===== src/rtl/weight2_row_buffer.sv =====
// weight2_row_buffer: double-buffered layer-2 weight row receiver; define W2_ROW_BUF_CHECK_EN for sticky wr_err protocol checking
module weight2_row_buffer #(
  parameter int DATA_W   = 16,
  parameter int NUM_OUT  = 10,
  parameter int ADDR_W   = 4,
  parameter int NUM_ROWS = 200
) (
  input  logic                      clk,
  input  logic                      reset,
  input  logic                      w2SramWeOffChip,
  input  logic [ADDR_W-1:0]         weight2AddrOffChip,
  input  logic [DATA_W-1:0]         weight2,
  input  logic                      row_take,
  output logic                      row_valid,
  output logic [NUM_OUT*DATA_W-1:0] row_data,
  output logic [7:0]                row_index,
  output logic                      last_row,
  output logic                      weight2_loadNextRow,
  output logic                      done,
  output logic                      wr_err
);
  logic [NUM_OUT*DATA_W-1:0] fill_bank;
  logic [NUM_OUT-1:0]        mask;
  logic [7:0]                fill_cnt;
  logic                      started, full, take, swap, addr_ok, wr_ok, more;
  // swap and write qualification, all from pre-edge state
  always_comb begin
    full     = &mask;
    take     = row_take && row_valid;
    swap     = full && (!row_valid || row_take);
    addr_ok  = 32'(weight2AddrOffChip) < NUM_OUT;
    wr_ok    = w2SramWeOffChip && addr_ok && !full && !done;
    more     = 32'(fill_cnt) + 1 < NUM_ROWS;
    last_row = row_valid && 32'(row_index) == NUM_ROWS - 1;
  end
  // FILL bank: capture host words and track which slots are written
  always_ff @(posedge clk or negedge reset) begin
    if (!reset) begin
      fill_bank <= '0;
      mask      <= '0;
    end else begin
      for (int k = 0; k < NUM_OUT; k++)
        if (wr_ok && 32'(weight2AddrOffChip) == k) begin
          fill_bank[k*DATA_W +: DATA_W] <= weight2;
          mask[k]                       <= 1'b1;
        end
      if (swap) mask <= '0;
    end
  end
  // READ bank, row sequencing and host requests
  always_ff @(posedge clk or negedge reset) begin
    if (!reset) begin
      row_data            <= '0;
      row_valid           <= 1'b0;
      row_index           <= '0;
      fill_cnt            <= '0;
      started             <= 1'b0;
      weight2_loadNextRow <= 1'b0;
      done                <= 1'b0;
    end else begin
      started             <= 1'b1;
      weight2_loadNextRow <= !started || (swap && more && !done);
      if (swap) begin
        row_data  <= fill_bank;
        row_valid <= 1'b1;
        row_index <= fill_cnt;
        fill_cnt  <= fill_cnt + 8'd1;
      end else if (take) row_valid <= 1'b0;
      if (take && 32'(row_index) == NUM_ROWS - 1) done <= 1'b1;
    end
  end
`ifdef W2_ROW_BUF_CHECK_EN
  // sticky flag for dropped writes and takes with nothing presented
  always_ff @(posedge clk or negedge reset) begin
    if (!reset) wr_err <= 1'b0;
    else if ((w2SramWeOffChip && (!addr_ok || full || done)) || (row_take && !row_valid)) wr_err <= 1'b1;
  end
`else
  assign wr_err = 1'b0;
`endif
endmodule


===== config.mk =====
export PLATFORM = sky130hd
export DESIGN_NAME = weight2_row_buffer
export DESIGN_NICKNAME = d
export VERILOG_FILES = /design/src/rtl/weight2_row_buffer.sv
export SDC_FILE = /design/constraint.sdc
export NUM_CORES = 1
export LEC_CHECK = 0
export CORE_MARGIN = 8
export CORE_UTILIZATION = 54
export CTS_CLUSTER_DIAMETER = 120
export DETAILED_ROUTE_END_ITERATION = 12
export HOLD_SLACK_MARGIN = 0.08
export PLACE_DENSITY_LB_ADDON = 0.08
export SYNTH_ARGS = -nofsm -noshare
export SYNTH_HDL_FRONTEND = slang
export SYNTH_SLANG_ARGS = --single-unit
export TNS_END_PERCENT = 100

===== constraint.sdc =====
create_clock -name clk -period 2.6 [get_ports clk]
set_input_delay 0.65 -clock clk [delete_from_list [all_inputs] [get_ports clk]]
set_output_delay 0.65 -clock clk [all_outputs]
set_load 0.005 [all_outputs]

==> reports/summary.txt, run 1 <==
=======================================================================================
Number of flops mapped to enable cells by yosys ..........................            0
Slew @ Worst Pin .........................................................    0.8102 ns
Outcome .................................................................. finished clean
Placed insts .............................................................         1663
Endpoint required time on the critical path ..............................      1.95 ns
Area growth, synth to finish .............................................       28.73%
Category of the most critical setup path ................................. flip-flop to output pin
Fraction of the mapped netlist area in adder cells .......................     0.09360%
Core Area ................................................................    24320 um2
Primary FF master, synth .................................................      dfrtp_1
Total power divided by cell area ......................................... 971.7 nW/um2
CP startpoint ............................................................ row_index[4]$_DFFE_PN0P_
Element type at the critical path end ....................................   output pin
DRC violations left ......................................................            0
Highest-delay cell along the critical path ...............................      dfrtp_1
Critical Path Sink .......................................................     last_row
Drt via density ..........................................................        5.165
Most common cell in the netlist ..........................................      nand2_1
Clock-pin slew on the worst setup and hold paths .........................      0.06 ns
Net count after synthesis ................................................         1200
Seq/Total Area, Yosys ....................................................       65.52%
Path class of the lowest-slack min-delay path ............................ input port to asynchronous set/reset pin
Combinational family with the most area after synthesis .................. simple AND/OR/NAND/NOR gates
Top-level port count .....................................................          197
HPWL after detailed placement ............................................     20640 um
Cell types with the largest area share after synthesis ................... dfrtp_1 66%, nand2_1 14%, mux2_2 12%
Width of the die .........................................................     173.3 um
Count of TritonRoute iterations in the first routing pass ................            4
CTS root buffer ..........................................................    clkbuf_16
Number of global-route vias before repair ................................         9504
DR vias ..................................................................         8941
Global-route congestion overflow total ...................................            0
Met3 routed WL ...........................................................      1763 um
Maximum number of pins on one net before global-route repair .............           97
Normalized max-slew margin ...............................................       45.82%
Initial core utilization .................................................       54.97%
Count of maximum capacitance violations ..................................            0
Initial antenna violation count ..........................................            1
Synth Area in Compound Gates .............................................      0.7675%
Clock latency on the worst-skew pair .....................................      0.52 ns
CTS Buf Count ............................................................           36
Gr usage total ...........................................................       22.11%
Largest delay contributor family on the critical path .................... simple AND/OR/NAND/NOR gates
Cells along the critical path ............................................ nor4b_2, nand3_1, nor2_1, dlygate4sd2_1
Routed met2 length .......................................................     16040 um
Max Used Layer ...........................................................         met4
Worst Reg-to-Reg Cells ...................................................            5
CTS tree .................................................................          yes
Number of cell rows ......................................................           57
Wire length of the first global-routing pass .............................     52990 um
Max Root-Sink Buffers ....................................................            3
Fraction of synthesis flops using an asynchronous set or reset pin .......       100.0%
Buffers on Ports .........................................................          195
Final hold violation count ...............................................            0
Reg-to-Reg End ........................................................... fill_bank[35]$_DFFE_PN0P_
CTS Sinks ................................................................          350
Most area-hungry cell type in the Yosys netlist ..........................      dfrtp_1
Cell Count, Final, Fillers Out ...........................................         1731
Hold-fix buffers at CTS ..................................................            0
Worst hold-check slack ...................................................    0.1264 ns
Final setup skew .........................................................   0.02093 ns
Met1 wire length .........................................................     14200 um
Total Die Area ...........................................................    30050 um2
Area share of the leading cell type in the synthesized netlist ...........       65.52%
Final worst-path cycle share .............................................       90.70%
Final Wtd Congestion .....................................................       0.7956
Synth Cell Area ..........................................................    13370 um2
Highest ir drop seen on vdd ..............................................    0.5715 mV
Height of the die ........................................................     173.3 um
Number of endpoints failing setup at the final stage .....................            0
Detailed-route wire length ...............................................     32790 um
Number of buffer and inverter stages on the critical path ................            1
Number of distinct library cells after synthesis .........................           42
RSZ-0062 raised after global routing .....................................           no
Portion of netlist area occupied by mux cells ............................       13.82%
Internal reg-to-reg setup slack ..........................................      0.60 ns
Number of nets still failing antenna checks after routing ................            0
Worst R2R Start .......................................................... mask[2]$_DFFE_PN0P_
Depth of the critical timing path with buffers and inverters included ....            4
Static leakage ...........................................................     8.486 nW
Clock H-tree levels ......................................................            2
Maximum fanout encountered on the critical timing path ...................            3
Data arrival time of the critical path ...................................      1.71 ns
Most frequent cells after synthesis ...................................... 514 x nand2_1, 350 x dfrtp_1, 146 x mux2_2
Synth Register Bits ......................................................          350
Number of violations reported at the end of detailed-routing iteration 0 .          697
Syn Area/Cell ............................................................    11.38 um2
XOR/XNOR Fraction of Synth Area ..........................................      0.4586%
Stage delay of the slowest cell on the critical path .....................      0.40 ns
Layout Utilization .......................................................       70.76%
DR WL/cell ...............................................................     18.94 um
Simple-gate area share of the yosys netlist ..............................       16.88%
Highest clock rate .......................................................   0.4240 GHz
Least setup slack across all paths after layout ..........................    0.2418 ns
Post-synthesis instance total ............................................         1175
Final nets ...............................................................         1408
Layout cells sized above 1 ...............................................       18.42%
Worst slack at placement ................................................. -0.002229 ns
Slew Limit Fails .........................................................            0
Setup_tns ................................................................         0 ns
Warnings from Yosys ......................................................            0
Final Critical Period ....................................................     2.358 ns
CP startpoint kind .......................................................    flip-flop
=======================================================================================
[cells by family (layout without fill, tap and decap cells)]
| kind of cell | Yosys count | in the layout |
|---|---|---|
| buf+inv | 77 | 308 |
| simple gates | 560 | 560 |
| other cells | 2 | 3 |
| flops | 350 | 350 |
| fa+ha+maj | 1 | 1 |
| xor+xnor | 7 | 7 |
| mux | 161 | 161 |
| compound gates | 17 | 17 |
[worst min-delay path by stage]
stage / depth (start not counted) / to / slack, ns / startpoint
floorplan: 0 / done$_DFFE_PN0P_ / 0.35 / reset
finish: 1 / row_data[2]$_DFFE_PN0P_ / 0.13 / reset
global route: 1 / row_data[4]$_DFFE_PN0P_ / 0.16 / reset
global placement: 2 / row_data[25]$_DFFE_PN0P_ / 0.44 / fill_bank[25]$_DFFE_PN0P_
CTS: 1 / row_data[2]$_DFFE_PN0P_ / 0.13 / reset
detailed placement: 2 / row_data[8]$_DFFE_PN0P_ / 0.44 / fill_bank[8]$_DFFE_PN0P_
[cells in the final DEF, fill, tap and decap left out, drive strengths merged, types with 3 or more instances in the layout]
cell           netlist  final
bufinv               0      3
nor4                 3      3
mux2               161    161
nor2b                3      3
o21a                 3      3
nand3               13     13
a21oi                9      9
dfrtp              350    350
nand2              514    514
nor2                 4      4
xor2                 3      3
inv                  7     10
xnor2                4      4
buf                 30     46
clkdlybuf4s50        0    193
nor3                 3      3
clkbuf              40     53
and4                 4      4
nand2b               3      3
[power breakdown]
part           switching, W  internal [W]  total [W]
clock               0.00203       0.00306    0.00510
sequential         0.000895       0.00698    0.00787
combinational       0.00149       0.00227    0.00375
[area by class of cell]
type	instances	area (um2)
tap	324	405.4
clock inverter	8	128.9
multi-input combinational	748	4295
fill	1746	7111
inverter	7	26.28
timing repair buffer	240	2556
clock buffer	53	1036
antenna	1	2.502
sequential	350	8758
[worst reg2reg max path, stage by stage (launching register included)]
cell,delay [ns]
dfrtp_1,0.38
and4_4,0.21
and3_4,0.21
or4b_1,0.56
buf_12,0.19
mux2_1,0.32
[layer usage]
layer	vias up	track usage [%]
met2	234	37.09
met3	48	4.683
met5	-	0
li1	4160	-
met4	0	6.432
met1	4499	28.61
[sequential cells by signal (all words and copies together), names as in the netlist]
register / cells
mask: 10
weight2_loadNextRow: 1
done: 1
fill_cnt: 8
started: 1
row_data: 160
fill_bank: 160
row_index: 8
row_valid: 1
[stage by stage]
stage / cell area [um2] / power (W)
after floorplan: 13370 / 0.009372
after global placement: 15990 / 0.01160
after detailed placement: 15990 / 0.01176
after CTS: 17210 / 0.01692
after global routing: 17210 / 0.01765
final: 17210 / 0.01672
[what timing repair did]
item                                    4_1_cts  5_1_grt
resized for setup                             2        0
hold endpoints to repair                      0        0
endpoints found under the setup margin        1        0
buffers inserted                              6        0
(Power assumes the default switching activity.)
==> run 2: changes to the inputs <==
--- a/config.mk
+++ b/config.mk
@@ -8,6 +8,7 @@
 export CORE_MARGIN = 8
 export CORE_UTILIZATION = 54
 export CTS_CLUSTER_DIAMETER = 120
+export CTS_CLUSTER_SIZE = 40
 export DETAILED_ROUTE_END_ITERATION = 12
 export HOLD_SLACK_MARGIN = 0.08
 export PLACE_DENSITY_LB_ADDON = 0.08
==> reports/summary.txt, run 2 (synthesized netlist as in run 1, its figures left out) <==
=======================================================================================
Outcome .................................................................. finished clean
Final hold violation count ...............................................            0
Stage delay of the slowest cell on the critical path .....................      0.43 ns
Count of maximum capacitance violations ..................................            0
# fillers ................................................................         1853
Initial antenna violation count ..........................................            1
Initial core utilization .................................................       54.97%
Global-route congestion overflow total ...................................            0
Share of total power in the clock network ................................        17.6%
CP startpoint ............................................................ row_index[4]$_DFFE_PN0P_
Number of cell rows ......................................................           57
Width of the die .........................................................     173.3 um
Most common cell after layout, fill and taps aside .......................      nand2_1
Highest clock rate .......................................................   0.4148 GHz
Internal reg-to-reg setup slack ..........................................      0.59 ns
Cells along the critical path ............................................ nor4b_2, nand3_1, nor2_1, dlygate4sd2_1
Routing layer with the top usage in global route .........................         met2
Final Wtd Congestion .....................................................       0.7956
Maximum fanout encountered on the critical timing path ...................            2
Static leakage ...........................................................     8.093 nW
Met1 routing resource usage after global routing .........................       28.70%
RSZ-0062 raised after global routing .....................................           no
CP startpoint kind .......................................................    flip-flop
Gr usage total ...........................................................       21.19%
Slew Limit Fails .........................................................            0
Path class of the lowest-slack min-delay path ............................ input port to asynchronous set/reset pin
Worst Reg-to-Reg Cells ...................................................            5
Worst hold-check slack ...................................................    0.1064 ns
Biggest registers after layout ........................................... fill_bank: 160 flops, row_data: 160 flops, mask: 10 flops
Highest ir drop seen on vdd ..............................................    0.5876 mV
Critical Path Sink .......................................................     last_row
Clock-pin slew on the worst setup and hold paths .........................      0.14 ns
Total Die Area ...........................................................    30050 um2
Grt met3 use .............................................................       3.376%
Most frequent cells in the layout ........................................ 514 x nand2_1, 350 x dfrtp_1, 193 x clkdlybuf4s50_1
Least setup slack across all paths after layout ..........................    0.1892 ns
Highest-delay cell along the critical path ...............................      dfrtp_1
DR WL/cell ...............................................................     18.77 um
CTS Buf Count ............................................................           12
Reg-to-Reg End ........................................................... fill_bank[36]$_DFFE_PN0P_
Switching component of the power .........................................   0.003897 W
Int Power ................................................................    0.01014 W
Core Area ................................................................    24320 um2
Layout cells sized above 1 ...............................................       16.53%
Portion of total power attributed to sequential cells ....................        55.8%
Detailed-route wire length ...............................................     31650 um
Setup_tns ................................................................         0 ns
Final worst-path cycle share .............................................       92.72%
Worst R2R Start .......................................................... mask[2]$_DFFE_PN0P_
Element type at the critical path end ....................................   output pin
Clock H-tree levels ......................................................            1
Final Critical Period ....................................................     2.411 ns
Normalized max-slew margin ...............................................       45.80%
Maximum number of pins on one net before global-route repair .............           97
Area growth, synth to finish .............................................       22.65%
DR vias ..................................................................         8803
Final setup skew .........................................................   0.01699 ns
Drt via density ..........................................................        5.221
Max Root-Sink Buffers ....................................................            3
DRC violations left ......................................................            0
Number of violations reported at the end of detailed-routing iteration 0 .          773
Top-level port count .....................................................          197
Number of global-route vias before repair ................................         9116
CTS tree .................................................................          yes
Wire length of the first global-routing pass .............................     51190 um
CTS root buffer ..........................................................    clkbuf_16
HPWL after detailed placement ............................................     20640 um
Number of nets still failing antenna checks after routing ................            0
Buffers on Ports .........................................................          195
Final nets ...............................................................         1386
CTS Sinks ................................................................          350
Total power after layout .................................................    0.01403 W
Endpoint required time on the critical path ..............................      1.95 ns
Clock latency on the worst-skew pair .....................................      0.50 ns
Data arrival time of the critical path ...................................      1.76 ns
Power share of the combinational group ...................................        26.6%
Switching portion of total power .........................................       27.77%
Met2 Usage GRT ...........................................................       35.42%
Hold-fix buffers at CTS ..................................................            0
Total power divided by cell area ......................................... 856.0 nW/um2
Count of TritonRoute iterations in the first routing pass ................            5
Worst slack at placement ................................................. -0.002229 ns
Slew @ Worst Pin .........................................................    0.8105 ns
Category of the most critical setup path ................................. flip-flop to output pin
Height of the die ........................................................     173.3 um
Number of endpoints failing setup at the final stage .....................            0
=======================================================================================
-- run 2: critical path: cells and delay by family, from the launching register on --
kind	cells	cell delay, ns
flops	1	0.43
buf+inv	1	0.25
simple gates	3	0.59
-- run 2: timing repair --
action                                  4_1_cts  5_1_grt
setup buffers                                 8        0
gates resized for setup                       2        0
endpoints found under the setup margin        1        0
-- run 2: worst min-delay path by stage --
| stage | endpoint | slack, ns | depth (start not counted) |
|---|---|---|---|
| 3_5_place_dp | row_data[8]$_DFFE_PN0P_ | 0.44 | 2 |
| 3_3_place_gp | row_data[25]$_DFFE_PN0P_ | 0.44 | 2 |
| 6_report | row_data[2]$_DFFE_PN0P_ | 0.11 | 1 |
| 4_1_cts | row_data[2]$_DFFE_PN0P_ | 0.12 | 1 |
| 5_1_grt | row_data[4]$_DFFE_PN0P_ | 0.14 | 1 |
| 2_1_floorplan | done$_DFFE_PN0P_ | 0.35 | 0 |
-- run 2: stage by stage --
step	cell area, um2	cells	util, %
finish	16400	1686	67.42
global route	16400	1686	67.42
CTS	16390	1685	67.41
detailed placement	15990	1663	65.76
global placement	15990	1663	65.76
floorplan	13370	1175	-
-- run 2: final cells by class --
cell class,count,area (um2),area share (%)
Sequential cell,350,8758,53.42
Multi-Input combinational cell,748,4295,26.20
Timing Repair Buffer,242,2571,15.68
Tap cell,324,405.4,2.473
Clock buffer,13,325.3,1.984
Inverter,7,26.28,0.1603
Clock inverter,1,11.26,0.06868
Antenna cell,1,2.502,0.01526
-- run 2: power groups by stage --
| stage | logic, W | clock network (W) | registers [W] |
|---|---|---|---|
| after floorplan | 0.00159 | 0 | 0.00778 |
| after global placement | 0.00370 | 0 | 0.00790 |
| after detailed placement | 0.00381 | 0 | 0.00795 |
| after CTS | 0.00383 | 0.00255 | 0.00784 |
| after global routing | 0.00414 | 0.00271 | 0.00804 |
| final | 0.00374 | 0.00247 | 0.00783 |
-- run 2: layer usage --
metal  up-vias  share of wire [%]
met4         0                2.1
met3        36                5.3
met5         -                  0
li1       4092                  -
met1      4434                 44
met2       241                 48
